## config.mk

```make
export PLATFORM = sky130hd
export DESIGN_NAME = clock_switch_ctrl
export DESIGN_NICKNAME = d
export VERILOG_FILES = /design/src/rtl/clock_switch_pkg.sv /design/src/rtl/clock_switch_ctrl.sv
export SDC_FILE = /design/constraint.sdc
export NUM_CORES = 1
export LEC_CHECK = 0
export CAP_MARGIN = 15
export CORE_MARGIN = 5
export CORE_UTILIZATION = 54
export CTS_CLUSTER_DIAMETER = 60
export DETAILED_ROUTE_END_ITERATION = 8
export DONT_BUFFER_PORTS = 1
export HOLD_SLACK_MARGIN = 0.06
export PLACE_DENSITY = 0.72
export SETUP_SLACK_MARGIN = 0.4
export SYNTH_ARGS = -nofsm -noshare
export SYNTH_HDL_FRONTEND = slang
export SYNTH_SLANG_ARGS = --single-unit
```

## constraint.sdc

```tcl
create_clock -name clk_i -period 1.85 [get_ports clk_i]
set_input_delay 0.185 -clock clk_i [delete_from_list [all_inputs] [get_ports clk_i]]
set_output_delay 0.185 -clock clk_i [all_outputs]
set_load 0.05 [all_outputs]
```

## src/rtl/clock_switch_pkg.sv

```systemverilog
// Shared definitions for the glitch-free clock switch controller.
// Contents:
//   CntWidth         - width of the per-phase cycle counter
//   Def*Cycles       - default phase lengths in controller clock cycles
//   state_e          - controller FSM state type
package clock_switch_pkg;

    localparam int unsigned CntWidth     = 8;
    localparam int unsigned DefOffCycles = 2;
    localparam int unsigned DefSelCycles = 2;
    localparam int unsigned DefOnCycles  = 2;

    typedef enum logic [2:0] {
        StIdle    = 3'd0,
        StGateOff = 3'd1,
        StSwitch  = 3'd2,
        StGateOn  = 3'd3,
        StDone    = 3'd4
    } state_e;

endpackage

```

## src/rtl/clock_switch_ctrl.sv

```systemverilog
// Sequencer for a glitch-free 2:1 clock switch. The parent owns the clock gates
// and the mux; this block only drives their controls, in the order
// gate old clock off -> move select -> gate new clock on -> acknowledge.
// Ports:
//   clk_i        always-on controller clock
//   rst_ni       asynchronous active-low reset
//   req_i        switch request (level), taken when req_i && ready_o
//   sel_target_i requested source, sampled only on acceptance
//   ready_o      high while idle
//   ack_o        one-cycle completion pulse
//   clk_sel_o    downstream mux select
//   clk0_en_o    gate enable for clk0
//   clk1_en_o    gate enable for clk1
module clock_switch_ctrl
    import clock_switch_pkg::*;
#(
    parameter int unsigned OFF_CYCLES = DefOffCycles,
    parameter int unsigned SEL_CYCLES = DefSelCycles,
    parameter int unsigned ON_CYCLES  = DefOnCycles
) (
    input  logic clk_i,
    input  logic rst_ni,
    input  logic req_i,
    input  logic sel_target_i,
    output logic ready_o,
    output logic ack_o,
    output logic clk_sel_o,
    output logic clk0_en_o,
    output logic clk1_en_o
);

    // Each phase counter loads length-1 on entry and leaves the phase at zero.
    localparam logic [CntWidth-1:0] OffLoad = CntWidth'(OFF_CYCLES - 1);
    localparam logic [CntWidth-1:0] SelLoad = CntWidth'(SEL_CYCLES - 1);
    localparam logic [CntWidth-1:0] OnLoad  = CntWidth'(ON_CYCLES - 1);

    state_e              state_q, state_d;
    logic [CntWidth-1:0] cnt_q, cnt_d;
    logic                tgt_q, tgt_d;
    logic                sel_q, sel_d;
    logic                en0_q, en0_d;
    logic                en1_q, en1_d;
    logic                ack_q, ack_d;
    logic                ready_q, ready_d;

    always_comb begin
        state_d = state_q;
        cnt_d   = cnt_q;
        tgt_d   = tgt_q;
        sel_d   = sel_q;
        en0_d   = en0_q;
        en1_d   = en1_q;

        unique case (state_q)
            StIdle: begin
                if (req_i) begin
                    if (sel_target_i != sel_q) begin
                        state_d = StGateOff;
                        cnt_d   = OffLoad;
                        tgt_d   = sel_target_i;
                        // Drop only the gate of the clock currently feeding the mux.
                        if (sel_q) begin
                            en1_d = 1'b0;
                        end else begin
                            en0_d = 1'b0;
                        end
                    end else begin
                        state_d = StDone;
                        cnt_d   = '0;
                    end
                end
            end
            StGateOff: begin
                if (cnt_q == '0) begin
                    state_d = StSwitch;
                    cnt_d   = SelLoad;
                    sel_d   = tgt_q;
                end else begin
                    cnt_d = cnt_q - 1'b1;
                end
            end
            StSwitch: begin
                if (cnt_q == '0) begin
                    state_d = StGateOn;
                    cnt_d   = OnLoad;
                    en0_d   = ~sel_q;
                    en1_d   = sel_q;
                end else begin
                    cnt_d = cnt_q - 1'b1;
                end
            end
            StGateOn: begin
                if (cnt_q == '0) begin
                    state_d = StDone;
                    cnt_d   = '0;
                end else begin
                    cnt_d = cnt_q - 1'b1;
                end
            end
            StDone: begin
                state_d = StIdle;
                cnt_d   = '0;
            end
            default: begin
                state_d = StIdle;
                cnt_d   = '0;
            end
        endcase

        // Registered flags derived from the next state keep the outputs glitch-free.
        ack_d   = (state_d == StDone);
        ready_d = (state_d == StIdle);
    end

    always_ff @(posedge clk_i or negedge rst_ni) begin
        if (!rst_ni) begin
            state_q <= StIdle;
            cnt_q   <= '0;
            tgt_q   <= 1'b0;
            sel_q   <= 1'b0;
            en0_q   <= 1'b1;
            en1_q   <= 1'b0;
            ack_q   <= 1'b0;
            ready_q <= 1'b1;
        end else begin
            state_q <= state_d;
            cnt_q   <= cnt_d;
            tgt_q   <= tgt_d;
            sel_q   <= sel_d;
            en0_q   <= en0_d;
            en1_q   <= en1_d;
            ack_q   <= ack_d;
            ready_q <= ready_d;
        end
    end

    assign ready_o   = ready_q;
    assign ack_o     = ack_q;
    assign clk_sel_o = sel_q;
    assign clk0_en_o = en0_q;
    assign clk1_en_o = en1_q;

endmodule
```

## After elaboration in Yosys (flattened, before gate mapping)

Cells that the tools add are included.

- Register bits after elaboration: 17
- Input bits: 4
- Output and inout port bits: 5
- Logic and storage cells: 50

- $add $sub $neg: 1
- Equal/unequal tests: 10
- Muxes and demuxes: 21
- Bitwise operators: 1
- Reductions and logical operators: 9

Operator list:

| operator | count |
|---|---|
| $mux 8 | 3 |
| $pmux 8 s3 | 1 |
| $mux 3 | 5 |
| $pmux 3 s4 | 1 |
| $ne 2x2->1 const B | 5 |
| $reduce_and 5->1 | 2 |
| $mux 1 | 9 |
| $logic_not 8->1 | 1 |
| $sub 8x1->8 const B | 1 |
| $eq 3x2->1 const B | 2 |
| $logic_not 3->1 | 2 |
| $pmux 1 s2 | 2 |
| $eq 3x1->1 const B | 1 |
| $eq 3x3->1 const B | 1 |
| $reduce_and 3->1 | 1 |
| $reduce_and 2->1 | 1 |
| $reduce_bool 2->1 | 1 |
| $reduce_or 2->1 | 1 |
| $ne 1x1->1 | 1 |
| $not 1->1 | 1 |

## Logic depth before layout (Yosys ltp)

- Depth after elaboration: 5
- Gate-level depth with buffers: 6
- Depth with buffers taken out: 6

## Worst setup path before layout

Ideal clock, no wire load.

- Path type: flip-flop to flip-flop
- From: register cnt_q[4]
- To: register en0_q (netlist: clk0_en_o)
- Setup time: 77 ps
- Arrival: 1754 ps
- Data required time: 1773 ps
- Setup slack: 19 ps
- Cell stages (with the launch flop): 5
- Path buffers: 0
- Period minus slack after synthesis: 1831 ps
- Path through: dfrtp_1 or4_4 or4_4 a21boi_1 o22ai_1

- Cells in the longest elaborated chain, start to end: 3

Ends and longest elaborated chain:

| item | RTL line | RTL |
|---|---|---|
| start, declared | clock_switch_ctrl.sv:38 | `logic [CntWidth-1:0] cnt_q, cnt_d;` |
| start signal, assigned | clock_switch_ctrl.sv:127 | `cnt_q <= cnt_d;` |
| $logic_not 8->1 | clock_switch_ctrl.sv:83 | `if (cnt_q == '0) begin` |
| $ne 2x2->1 (no line) | n/a |  |
| $reduce_and 5->1 (no line) | n/a |  |
| end signal, assigned | clock_switch_ctrl.sv:130 | `en0_q <= en0_d;` |
| end, declared | clock_switch_ctrl.sv:41 | `logic en0_q, en0_d;` |

No other way between the ends.
A chain may end at the register's enable or synchronous reset.

## Final worst setup path

- From: register cnt_q[3]
- To: register en0_q (netlist: clk0_en_o)

Same word-level chain as after synthesis.

==> impl_metrics.tcl <==
set metrics [dict create \
    rsz0062_at_grt "true" \
    cell_area_reported_after_detailed_placement_um2 970 \
    pwr-share-comb_pct 54.2 \
    finalCritPeriodShare_pct 98.8 \
    final_max_tran_viols 0 \
    switching_power_mw 0.944 \
    p_sw_share_pct 45.1 \
    drc_violation_count_after_routing 0 \
    required_ns 2.08 \
    worst-setup-path-type "reg2reg" \
    share_clk_of_total_power_pct 9.5 \
    grt_pass1_wl_mm 3.13 \
    power.leakage_nw 0.482 \
    critical_path_peak_fanout 3 \
    final_antenna_net_count 0 \
    place_hpwl_mm 1.21 \
    signed_area_change_from_the_synthesized_netlist_to_the_final_layout_pct 25.7 \
    clk_transition_reported_paths_ns 0.10 \
    postSynth.topFlopCell "sky130_fd_sc_hd__dfrtp_1" \
    cts-root-buf "sky130_fd_sc_hd__clkbuf_4" \
    timing.critical_path.buf_inv 0 \
    cts_buffers 3 \
    first_global_vias 720 \
    overflow 0 \
    die_width_um 50.6 \
    io_pins 9 \
    crit_path_end_kind "flip-flop" \
    rr_worst_depth 4 \
    insertion_delay_ns 0.29 \
    synth.distinct_cells 31 \
    period_minus_slack_ns 1.83 \
    filler_cell_count 119 \
    die_y_um 50.6 \
    cpPeakStageDelay_ns 0.56 \
    drt_first_pass_iters 4 \
    sum_of_routed_wire_length_over_all_layers_mm 1.86 \
    share_of_the_yosys_chip_area_belonging_to_registers_pct 48.0 \
    die_area_mm2 0.00256 \
    power_frac_seq_pct 36.2 \
    report.final.setup_viol 0 \
    antenna_found_initial 0 \
    cts_tree "yes" \
    routabilityCongestion 0.794 \
    layout-drive-gt1-share_pct 33.3 \
    postSynth.asyncResetShare_pct 100 \
    crit_arrival_ns 2.05 \
    min_path_type "in2reg" \
    fin_worst_skew_ns 0.00656 \
    ys_warn_count 0 \
    drt_iter0_drc 9 \
    synth.cell_area_um2 891 \
    core_mm2 0.00154 \
    cpLargestDelayFamily "simple AND/OR/NAND/NOR gates" \
    path_common_cell "sky130_fd_sc_hd__or4_4" \
    synth.top_cell.area_share_pct 42.1 \
    cp_cell_sequence "or4_4, or4_4, a21boi_2, o22ai_2" \
    layout.cells.non_filler 121 \
    status "completed" \
    routedWlPerCell_um 15.4 \
    maxCapViolations 0 \
    final_design_area_no_fill_mm2 0.00112 \
    fin_worst_hold_slack_ns 0.0777 \
    synth-edff-count 0 \
    synth_top_area_cell "sky130_fd_sc_hd__dfrtp_1" \
    synthesized_nets 98 \
    critical_path.slowest_cell "sky130_fd_sc_hd__or4_4" \
    synth_top_cells_by_count "sky130_fd_sc_hd__dfrtp_1 (15), sky130_fd_sc_hd__nor2_1 (11), sky130_fd_sc_hd__a21oi_1 (7)" \
    max_h_tree_level 1 \
    worst_r2r_startpoint "cnt_q[3]$_DFFE_PN0P_" \
    detail_route.vias_per_cell 6.04 \
    yosys.cell_count.top_type "sky130_fd_sc_hd__dfrtp_1" \
    avgSynthCellArea_um2 9.58 \
    hp-start "sel_target_i" \
    floorplan.initialDensity_pct 57.8 \
    timing.setup.tns_ns 0 \
    worst_setup_path_start_kind "flip-flop" \
    cellInternalPower_mw 1.15 \
    worstHoldEndpoint "clk1_en_o$_DFFE_PN0P_" \
    clock_path_buffers 2 \
    via_count 731 \
    synth_top_cells_by_area "sky130_fd_sc_hd__dfrtp_1 (42%), sky130_fd_sc_hd__dfstp_2 (5.9%), sky130_fd_sc_hd__nor2_1 (4.6%)" \
    row_count 14 \
    slew_headroom_pct 49.5 \
    grt_start_max_net_pins 18 \
    pwr_density_cell_mw_per_mm2 1870 \
    port_buffers 0 \
    max_freq_ghz 0.547 \
    critical_path.reg2reg.endpoint "clk0_en_o$_DFFE_PN1P_" \
    grtUsageTotal_pct 16.2 \
    post-place-cells 112 \
    final_nets 111 \
    worstHoldPathCells 2 \
    ys_ff_latch 17 \
    final-hold-violation-count 0 \
    ff2ff_setup_slack_ns 0.02 \
    syn-instance-count 93 \
    antenna-diode-count 0 \
    worstMarginPinSlew_ns 0.754 \
    ir_worst_vdd_uv 989 \
    post-layout-total-power_mw 2.09 \
    cts.sink_count 17 \
]
==> area by class of cell <==
type | instances | area [µm²] | area share, %
clock buffer | 4 | 26.3 | 2.35
inverter | 5 | 18.8 | 1.68
multi-input combinational | 67 | 517 | 46.1
sequential | 17 | 429 | 38.3
tap | 16 | 20.0 | 1.79
timing repair buffer | 12 | 109 | 9.72
==> placed cells by master (no fill, tap or decap), drive strengths merged <==
cell / netlist / final
dlygate4sd3: 0 / 3
a32o: 1 / 1
or3: 2 / 2
or2: 1 / 1
a211oi: 1 / 1
nor4b: 2 / 2
or3b: 1 / 1
xor2: 4 / 4
nand3b: 2 / 2
clkbuf: 4 / 4
ha: 1 / 1
nor3b: 1 / 1
a21oi: 7 / 7
buf: 0 / 9
nand3: 4 / 4
o21ai: 3 / 3
nand2b: 2 / 2
xnor2: 4 / 4
nand2: 5 / 5
nor4: 1 / 1
dfstp: 2 / 2
dfrtp: 15 / 15
nor3: 5 / 5
mux2i: 2 / 2
inv: 5 / 5
a21boi: 1 / 1
nor2: 11 / 11
or4b: 1 / 1
o22ai: 1 / 1
or4: 4 / 4
==> how the worst max path moves through the flow <==
stage | slack [ns] | cells past startpoint | startpoint | end
after floorplan | 0.09 | 5 | state_q[0]$_DFF_PN0_ | clk0_en_o$_DFFE_PN1P_
after global placement | 0.04 | 4 | cnt_q[6]$_DFFE_PN0P_ | clk0_en_o$_DFFE_PN1P_
after detailed placement | -0.007 | 4 | cnt_q[6]$_DFFE_PN0P_ | clk0_en_o$_DFFE_PN1P_
after CTS | 0.03 | 4 | cnt_q[3]$_DFFE_PN0P_ | clk0_en_o$_DFFE_PN1P_
after global routing | -0.01 | 4 | cnt_q[3]$_DFFE_PN0P_ | clk0_en_o$_DFFE_PN1P_
final | 0.02 | 4 | cnt_q[3]$_DFFE_PN0P_ | clk0_en_o$_DFFE_PN1P_
==> cells by family after synthesis <==
group / Yosys count / share of synthesized area, %
buffers and inverters: 9 / 3.79
DFF: 17 / 48.0
AOI/OAI and AO/OA: 14 / 9.13
muxes: 2 / 2.25
xor gates and xnor gates: 8 / 7.86
adders and majority gates: 1 / 1.40
and+or+nand+nor: 42 / 27.5
==> metrics by stage <==
stage	util [%]	worst slack, ns
floorplan	-	0.0865
global placement	62.9	0.0353
detailed placement	62.9	-0.00657
CTS	69.3	0.0345
global route	72.6	-0.0124
finish	72.6	0.0227
==> power by group through the flow <==
stage | clock network [mW] | logic [mW] | registers (mW)
floorplan | 0 | 0.698 | 0.774
CTS | 0.203 | 1.01 | 0.756
global route | 0.230 | 1.24 | 0.777
global placement | 0 | 0.877 | 0.757
finish | 0.199 | 1.14 | 0.759
detailed placement | 0 | 0.895 | 0.762
==> sequential cells by signal, summed over array words and instances (netlist names) <==
register   flops
state_q        3
clk0_en_o      1
cnt_q          8
clk_sel_o      1
clk1_en_o      1
ready_o        1
ack_o          1
tgt_q          1
==> what timing repair did <==
item	in CTS	in global routing
endpoints found under the hold margin	21	0
pin swaps	14	5
hold buffers	3	0
endpoints found under the setup margin	16	16
setup buffers	2	0
gates resized for setup	5	12
==> worst reg2reg max path, stage by stage (launching register included) <==
cell,delay (ns)
sky130_fd_sc_hd__dfrtp_1,0.40
sky130_fd_sc_hd__or4_4,0.56
sky130_fd_sc_hd__or4_4,0.46
sky130_fd_sc_hd__a21boi_2,0.18
sky130_fd_sc_hd__o22ai_2,0.16
==> layer usage <==
metal  share of wire (%)  global-route usage, %
met2                  48                   25.2
met4                 1.9                   9.36
met1                  46                   19.7
met5                   0                      0
met3                 4.0                   4.73
No activity file was read; power rests on OpenSTA's default activity.
